==> src/rtl/load_ramp_ctrl.sv <==
`default_nettype none
// ============================================================================
// Module   : load_ramp_ctrl
// Brief    : Thermometer-code ramp sequencer for a toggle-load block array,
//            with optional on/off pulse gating once the target is reached.
// Revision : 1.0 - initial release
// ============================================================================
module load_ramp_ctrl #(
    parameter int NUM_BLOCKS = 16,
    parameter int STEP_W     = 16,
    parameter int PER_W      = 24,
    localparam int LW        = $clog2(NUM_BLOCKS + 1)
) (
    input  logic                  CLK,
    input  logic                  RESET,
    input  logic                  CMD_VALID,
    output logic                  CMD_READY,
    input  logic [LW-1:0]         CMD_LEVEL,
    input  logic [STEP_W-1:0]     CMD_STEP,
    input  logic [PER_W-1:0]      CMD_ON_CYCLES,
    input  logic [PER_W-1:0]      CMD_OFF_CYCLES,
    output logic [NUM_BLOCKS-1:0] BLOCK_EN,
    output logic [LW-1:0]         LEVEL,
    output logic                  BUSY,
    output logic                  DONE
);

    localparam logic [LW-1:0]     c_MAX_LEVEL = LW'(NUM_BLOCKS);
    localparam logic [STEP_W-1:0] c_STEP_ONE  = STEP_W'(1);
    localparam logic [PER_W-1:0]  c_PER_ONE   = PER_W'(1);

    typedef enum logic [0:0] {
        S_IDLE = 1'b0,
        S_RAMP = 1'b1
    } state_t;

    state_t                r_state,     w_state_nxt;
    logic [LW-1:0]         r_level,     w_level_nxt;
    logic [LW-1:0]         r_target,    w_target_nxt;
    logic [STEP_W-1:0]     r_step,      w_step_nxt;
    logic [STEP_W-1:0]     r_step_cnt,  w_step_cnt_nxt;
    logic [PER_W-1:0]      r_on,        w_on_nxt;
    logic [PER_W-1:0]      r_off,       w_off_nxt;
    logic [PER_W-1:0]      r_phase_cnt, w_phase_cnt_nxt;
    logic                  r_gate,      w_gate_nxt;
    logic                  r_done,      w_done_nxt;
    logic                  r_busy;
    logic                  r_ready;
    logic [NUM_BLOCKS-1:0] r_block_en;

    logic [LW-1:0]         w_cmd_target;
    logic [STEP_W-1:0]     w_cmd_step;
    logic                  w_pulse_en;
    logic [LW-1:0]         w_level_step;

    function automatic logic [NUM_BLOCKS-1:0] f_therm(input logic [LW-1:0] lvl);
        logic [NUM_BLOCKS-1:0] v;
        v = '0;
        for (int i = 0; i < NUM_BLOCKS; i++) begin
            v[i] = (i < int'(lvl));
        end
        return v;
    endfunction

    assign w_cmd_target = (CMD_LEVEL > c_MAX_LEVEL) ? c_MAX_LEVEL : CMD_LEVEL;
    assign w_cmd_step   = (CMD_STEP == '0) ? c_STEP_ONE : CMD_STEP;
    assign w_pulse_en   = (r_on != '0) && (r_off != '0);
    assign w_level_step = (r_target > r_level) ? (r_level + LW'(1)) : (r_level - LW'(1));

    always_comb begin
        w_state_nxt     = r_state;
        w_level_nxt     = r_level;
        w_target_nxt    = r_target;
        w_step_nxt      = r_step;
        w_step_cnt_nxt  = r_step_cnt;
        w_on_nxt        = r_on;
        w_off_nxt       = r_off;
        w_phase_cnt_nxt = r_phase_cnt;
        w_gate_nxt      = r_gate;
        w_done_nxt      = 1'b0;

        case (r_state)
            S_IDLE: begin
                if (CMD_VALID) begin
                    w_target_nxt    = w_cmd_target;
                    w_step_nxt      = w_cmd_step;
                    w_on_nxt        = CMD_ON_CYCLES;
                    w_off_nxt       = CMD_OFF_CYCLES;
                    w_gate_nxt      = 1'b1;
                    w_phase_cnt_nxt = '0;
                    w_step_cnt_nxt  = '0;
                    if (w_cmd_target == r_level) begin
                        w_done_nxt  = 1'b1;
                    end else begin
                        w_state_nxt = S_RAMP;
                    end
                end else if (w_pulse_en) begin
                    // Phase counter measures time spent in the current half-period.
                    if (r_gate) begin
                        if (r_phase_cnt == r_on - c_PER_ONE) begin
                            w_gate_nxt      = 1'b0;
                            w_phase_cnt_nxt = '0;
                        end else begin
                            w_phase_cnt_nxt = r_phase_cnt + c_PER_ONE;
                        end
                    end else begin
                        if (r_phase_cnt == r_off - c_PER_ONE) begin
                            w_gate_nxt      = 1'b1;
                            w_phase_cnt_nxt = '0;
                        end else begin
                            w_phase_cnt_nxt = r_phase_cnt + c_PER_ONE;
                        end
                    end
                end else begin
                    w_gate_nxt = 1'b1;
                end
            end

            S_RAMP: begin
                w_gate_nxt = 1'b1;
                if (r_step_cnt == r_step - c_STEP_ONE) begin
                    w_step_cnt_nxt = '0;
                    w_level_nxt    = w_level_step;
                    if (w_level_step == r_target) begin
                        w_state_nxt     = S_IDLE;
                        w_done_nxt      = 1'b1;
                        w_phase_cnt_nxt = '0;
                    end
                end else begin
                    w_step_cnt_nxt = r_step_cnt + c_STEP_ONE;
                end
            end

            default: begin
                w_state_nxt = S_IDLE;
            end
        endcase
    end

    always_ff @(posedge CLK) begin
        if (RESET) begin
            r_state     <= S_IDLE;
            r_level     <= '0;
            r_target    <= '0;
            r_step      <= '0;
            r_step_cnt  <= '0;
            r_on        <= '0;
            r_off       <= '0;
            r_phase_cnt <= '0;
            r_gate      <= 1'b1;
            r_done      <= 1'b0;
            r_busy      <= 1'b0;
            r_ready     <= 1'b1;
            r_block_en  <= '0;
        end else begin
            r_state     <= w_state_nxt;
            r_level     <= w_level_nxt;
            r_target    <= w_target_nxt;
            r_step      <= w_step_nxt;
            r_step_cnt  <= w_step_cnt_nxt;
            r_on        <= w_on_nxt;
            r_off       <= w_off_nxt;
            r_phase_cnt <= w_phase_cnt_nxt;
            r_gate      <= w_gate_nxt;
            r_done      <= w_done_nxt;
            r_busy      <= (w_state_nxt == S_RAMP);
            r_ready     <= (w_state_nxt == S_IDLE);
            r_block_en  <= w_gate_nxt ? f_therm(w_level_nxt) : '0;
        end
    end

    assign CMD_READY = r_ready;
    assign BLOCK_EN  = r_block_en;
    assign LEVEL     = r_level;
    assign BUSY      = r_busy;
    assign DONE      = r_done;

endmodule
`default_nettype wire

==> config.mk <==
export PLATFORM = sky130hd
export DESIGN_NAME = load_ramp_ctrl
export DESIGN_NICKNAME = d
export VERILOG_FILES = /design/src/rtl/load_ramp_ctrl.sv
export SDC_FILE = /design/constraint.sdc
export NUM_CORES = 1
export LEC_CHECK = 0
export CORE_AREA = 3 3 130 132
export CTS_CLUSTER_SIZE = 24
export DETAILED_ROUTE_END_ITERATION = 10
export DIE_AREA = 0 0 133 135
export PLACE_DENSITY = 0.84
export SYNTH_ARGS = -nofsm -noshare
export SYNTH_HDL_FRONTEND = slang
export SYNTH_SLANG_ARGS = --single-unit
==> constraint.sdc <==
create_clock -name CLK -period 4.2 [get_ports CLK]
set_input_delay 0.63 -clock CLK [delete_from_list [all_inputs] [get_ports CLK]]
set_output_delay 0.63 -clock CLK [all_outputs]
set_load 0.02 [all_outputs]
---- Word-level counts from Yosys, hierarchy flattened ----
Index checks and enable logic that the tools add are counted.
cells by class
  $add $sub $neg .......................... 7
  order comparisons ....................... 18
  equal/unequal tests ..................... 9
  muxes and demuxes ....................... 32
  bitwise logic cells ..................... 3
  reductions and logical operators ........ 7
operators with widths
  operator                                                               count
  24-bit 2-to-1 mux                                                      7
  24-bit equality test                                                   2
  16-bit 2-to-1 mux                                                      3
  24-bit one-hot mux with 2 select lines                                 1
  24-bit nonzero test                                                    2
  24-bit by 1-bit subtractor with 24-bit output (second input constant)  2
  4-bit by 5-bit < comparator with 1-bit output (first input constant)   8
  16-bit one-hot mux with 2 select lines                                 1
  24-bit by 1-bit adder with 24-bit output (second input constant)       1
  3-bit by 5-bit < comparator with 1-bit output (first input constant)   4
  5-bit 2-to-1 mux                                                       4
  16-bit by 1-bit adder with 16-bit output (second input constant)       1
  16-bit equality test                                                   1
  16-bit logical NOT                                                     1
  16-bit by 1-bit subtractor with 16-bit output (second input constant)  1
  1-bit 2-to-1 mux                                                       13
  5-bit equality test                                                    2
  1-bit by 5-bit < comparator with 1-bit output (first input constant)   2
  2-bit by 5-bit < comparator with 1-bit output (first input constant)   2
  1-bit one-hot mux with 2 select lines                                  3
  5-bit by 1-bit adder with 5-bit output (second input constant)         1
  5-bit > comparator                                                     1
  5-bit > comparator (second input constant)                             1
  5-bit by 1-bit subtractor with 5-bit output (second input constant)    1
  8 further kinds                                                        11
word-level totals
  flip-flop bits (word level) ............. 134
  input port bits ......................... 72
  output and inout bits ................... 24
  logic and storage cells ................. 88

---- Depth between registers and ports, before layout ----
  word-level depth ........................ 9
  gate-level depth with buffers ........... 18
  gate-level depth less buffers ........... 16

---- Worst setup path before layout ----
No wires, ideal clock.
  kind .................................... flip-flop to flip-flop
  start point ............................. register r_level[1], in the netlist LEVEL[1]
  end point ............................... register r_ready, in the netlist CMD_READY
  arrival ................................. 4091 ps
  path slack .............................. -19 ps
  stages on the path, launching flop included .. 18
  path buffers ............................ 2
  period minus slack after synthesis ...... 4219 ps
  path through ............................ dfxtp_1 > clkbuf_1 > inv_1 > ha_1 > a211oi_1 > nor2_1 > o32ai_1 > inv_1 > fa_1 > nand2b_1 > a21oi_1 > xnor2_1 > xnor2_1 > and3_1 > a31oi_4 > buf_2 > nor2_1 > or2_2
on the way
  word-level cells in the longest chain between the ends .. 7
ends and longest elaborated chain
  what                                                                 RTL line  source
  start, declared                                                      38        logic [LW-1:0] r_level, w_level_nxt;
  start signal, assigned                                               157       r_level <= w_level_nxt;
  5-bit by 1-bit subtractor with 5-bit output (tied with other cells)  68        assign w_level_step = (r_target > r_level) ? (r_level + LW'(1)) : (r_level - LW'(1));
  5-bit 2-to-1 mux                                                     68
  5-bit equality test                                                  124       if (w_level_step == r_target) begin
  1-bit 2-to-1 mux                                                     124
  1-bit 2-to-1 mux                                                     121       if (r_step_cnt == r_step - c_STEP_ONE) begin
  1-bit one-hot mux with 2 select lines *                              82        case (r_state)
  1-bit NOT *                                                          167       r_ready <= (w_state_nxt == S_IDLE);
  end signal, assigned                                                 167
  end, declared                                                        48        logic r_ready;
Mark *: on every way between the ends. The rest lies on a longest branch, timed or not.
A chain may end at the register's enable or synchronous reset.

---- Worst setup path after layout ----
  start point ............................. register r_level[3], in the netlist LEVEL[3]
  end point ............................... register r_phase_cnt[23]
on the way
  word-level cells in the longest chain between the ends .. 5
ends and longest elaborated chain
  what                                                                 RTL line  source
  5-bit by 1-bit subtractor with 5-bit output (tied with other cells)  68
  5-bit 2-to-1 mux *                                                   68
  5-bit equality test *                                                124
  2-bit by 1-bit inequality test with 1-bit output (no source line) *  n/a
  3-bit AND reduction (no source line) *                               n/a
  end signal, assigned                                                 163       r_phase_cnt <= w_phase_cnt_nxt;
  end, declared                                                        44        logic [PER_W-1:0] r_phase_cnt, w_phase_cnt_nxt;
Marks and branches as above.

==> qor.txt <==
Worst Tran Pin Value - 0.912 ns
CP Max Fanout - 12
Setup ws final - 0.359 ns
Clk Tree Root Cell - clkbuf_16
Period minus WS final - 3.84 ns
Worst-path clk slew - 0.06 ns
DP Worst Slack - 0.398 ns
Clock Latency Late Sink - 0.43 ns
P per Cell Area - 361 nW/um^2
Post-synthesis cell count - 1025
Layout cells sized above 1 - 8.42%
Die W - 133 um
Hold Path Class - reg -> reg
Hold worst-path end - r_target[0]
Core area - 15800 um^2
R2R depth - 17
First-pass GRT wire length - 33.3 mm
Die span in y - 135 um
RSZ-0062 raised after global routing - no
Synthesized area per cell - 7.85 um^2
Pre-antenna DRT Iters - 5
Clock skew - 0.00914 ns
# H-tree levels - 4
R2r setup slk - 0.36 ns
Pin count of the biggest net entering global routing - 54
Setup crit end kind - flop
Post-cts sizing count - 0
CTS Buf Count - 17
Worst Path Required - 4.56 ns
Setup bufs post-CTS - 0
Hold_sp - r_target[0]
Drt via density - 5.71
PortBufs - 95
CP Class - reg -> reg
Max-cap viol count - 0
Met1 WL - 8.56 mm
Fin area - 9730 um^2
Tot GR Track Use - 22.3%
Post-DRT Antenna Nets - 0
I/O pins - 96
Std-Cell Rows - 46
Sequential fraction of the synthesis area - 33.3%
Routed length on met2 - 9.97 mm
FF+latch count, synth - 134
DRC - 0
Die Footprint - 18000 um^2
Mapped Area - 8040 um^2
DR vias - 7544
Antenna violations before repair - 0
Crit path launch type - flop
Area of the multi-input gates - 5010 um^2
Hold bufs inserted after CTS - 0
# fillers - 1400
Most used DFF post-synth - dfxtp_1
Peak Freq - 0.260 GHz
Routed WL - 19.9 mm
Post-layout net count - 1178
Placed cell areas - 9140 um^2
Reg-to-reg critical path endpoint - r_phase_cnt[23]
Period utilization - 91.4%
DR iter-0 viols - 500
Final core utilization - 61.5%
Reg area - 2680 um^2
Final slew viol count - 0
Post-synth ARST share - 0%
Worst rel slew slack - 39.0%
Routed len/inst - 15.1 um
Antenna cells - 0
Placer Congestion - 0.924
CP startpoint - LEVEL[3]
Status - completed
Synth cell types - 79
Mapped Nets - 1111
Number of stages on the worst hold path - 2
Overflow after GRT - 0
Setup violations, final - 0
Vias in the first global route - 7077
Final Instance Count excl. Fillers - 1321
Met3 WL post-DR - 1.05 mm
Worst hold slack - 0.454 ns
Total chip power - 3.51 mW
Hpwl dp - 14.5 mm
Final setup TNS - 0 ns
Yosys Warn Count - 0
Clock buffer depth - 2
Number of synthesized flops with an enable pin - 0
Maximum VDD drop - 0.317 mV
FF-to-FF Start - LEVEL[3]
Area growth syn-to-layout - 20.9%
Hold Fails Final Rpt - 0
Worst EP arrival - 4.20 ns
Post-placement cell count - 1289
Clk sink count - 134
Max Used Layer - met4
Leakage - 3.43 nW
CTS tree - built
Starting Density - 50.8%
-- cells by family after synthesis --
family / synth area share, %
simple gates: 30.8
mux: 0.607
xor+xnor: 12.4
flops: 33.3
buf+inv: 4.56
fa+ha+maj: 2.27
compound gates: 16.0
-- critical path, stage by stage, from the launching register on --
cell and delay [ns]:
dfxtp_1 0.44, inv_1 0.12, ha_1 0.32, o21ai_0 0.14
nor2_1 0.07, o32ai_2 0.28, inv_1 0.08, fa_1 0.39
nand2b_1 0.16, a21oi_1 0.23, xnor2_1 0.12, xnor2_1 0.12
and3_1 0.20, a31oi_4 0.42, nor2_2 0.15, a21o_1 0.20
buf_4 0.18, nor2_1 0.14
-- cell usage in the layout, fill, tap and decap left out, types with 10 or more instances in the layout --
master           count
or3_1               13
o21ai_0             22
nand2_1            163
nand2b_1            11
nor4_2              11
nand3b_1            20
xnor2_1             84
ha_1                13
buf_4               19
nor3_1              34
or4_1               11
a31oi_1             11
a211oi_1            10
clkdlybuf4s50_1     94
inv_1               24
xor2_1              30
clkbuf_16           17
nand4_1             22
dfxtp_1            134
nor2_1              75
nor4_1              20
a21oi_1            101
nand3_1             15
and3_1              15
-- flip-flops by register name, summed over array words and instances, names as in the netlist --
signal,count
BLOCK_EN,16
BUSY,1
CMD_READY,1
DONE,1
LEVEL,5
r_gate,1
r_off,24
r_on,24
r_phase_cnt,24
r_step,16
r_step_cnt,16
r_target,5
-- layout make-up --
| class | count | share of cell area, % |
|---|---|---|
| clock buffer | 20 | 4.69 |
| clock inverter | 12 | 1.31 |
| inverter | 24 | 0.926 |
| multi-input combinational | 801 | 51.5 |
| sequential | 134 | 27.6 |
| tap | 216 | 2.78 |
| timing repair buffer | 114 | 11.2 |
-- worst max path at each step --
stage / to / slack (ns)
2_1_floorplan: CMD_READY / 0.21
4_1_cts: r_phase_cnt[23] / 0.39
6_report: r_phase_cnt[23] / 0.36
3_5_place_dp: r_phase_cnt[15] / 0.40
5_1_grt: r_phase_cnt[1] / 0.02
3_3_place_gp: r_phase_cnt[7] / 0.49
-- synth_stat cells (5+ instances only) --
library cell    n  share of area, %
a211oi_1       10              0.93
a21oi_1       101               6.3
a31oi_1        11              0.86
and2_1          5              0.39
and3_1         15               1.2
and4_1          5              0.54
buf_2           7              0.44
clkbuf_1       55               2.6
dfxtp_1       134                33
ha_1           13               2.0
inv_1          24               1.1
nand2_1       164               7.7
nand2b_1       11              0.86
nand3_1        15              0.93
nand3b_1       20               1.9
nand4_1        22               1.7
nor2_1         75               3.5
nor2_2          8              0.62
nor2b_1         7              0.54
nor3_1         34               2.1
nor4_1         20               1.6
nor4_2         11               1.7
nor4b_1         8              0.87
o211ai_1        7              0.65
o21ai_0        22               1.4
o31ai_1         5              0.47
or2_2           6              0.47
or3_1          13               1.0
or4_1          11               1.0
xnor2_1        84               9.1
xor2_1         30               3.3
-- routing by layer --
layer / GRT usage (%) / up-vias
li1: - / 3760
met5: 0 / -
met3: 6.22 / 31
met1: 26.9 / 3526
met2: 38.9 / 227
met4: 6.58 / 0
-- where the power goes --
group | leakage [nW] | switching [mW] | internal [mW]
Clock | 0.278 | 0.581 | 0.901
Combinational | 2.06 | 0.349 | 0.295
Sequential | 1.09 | 0.0696 | 1.32
Total | 3.43 | 0.999 | 2.52
Power figures use the tool's default switching activity.
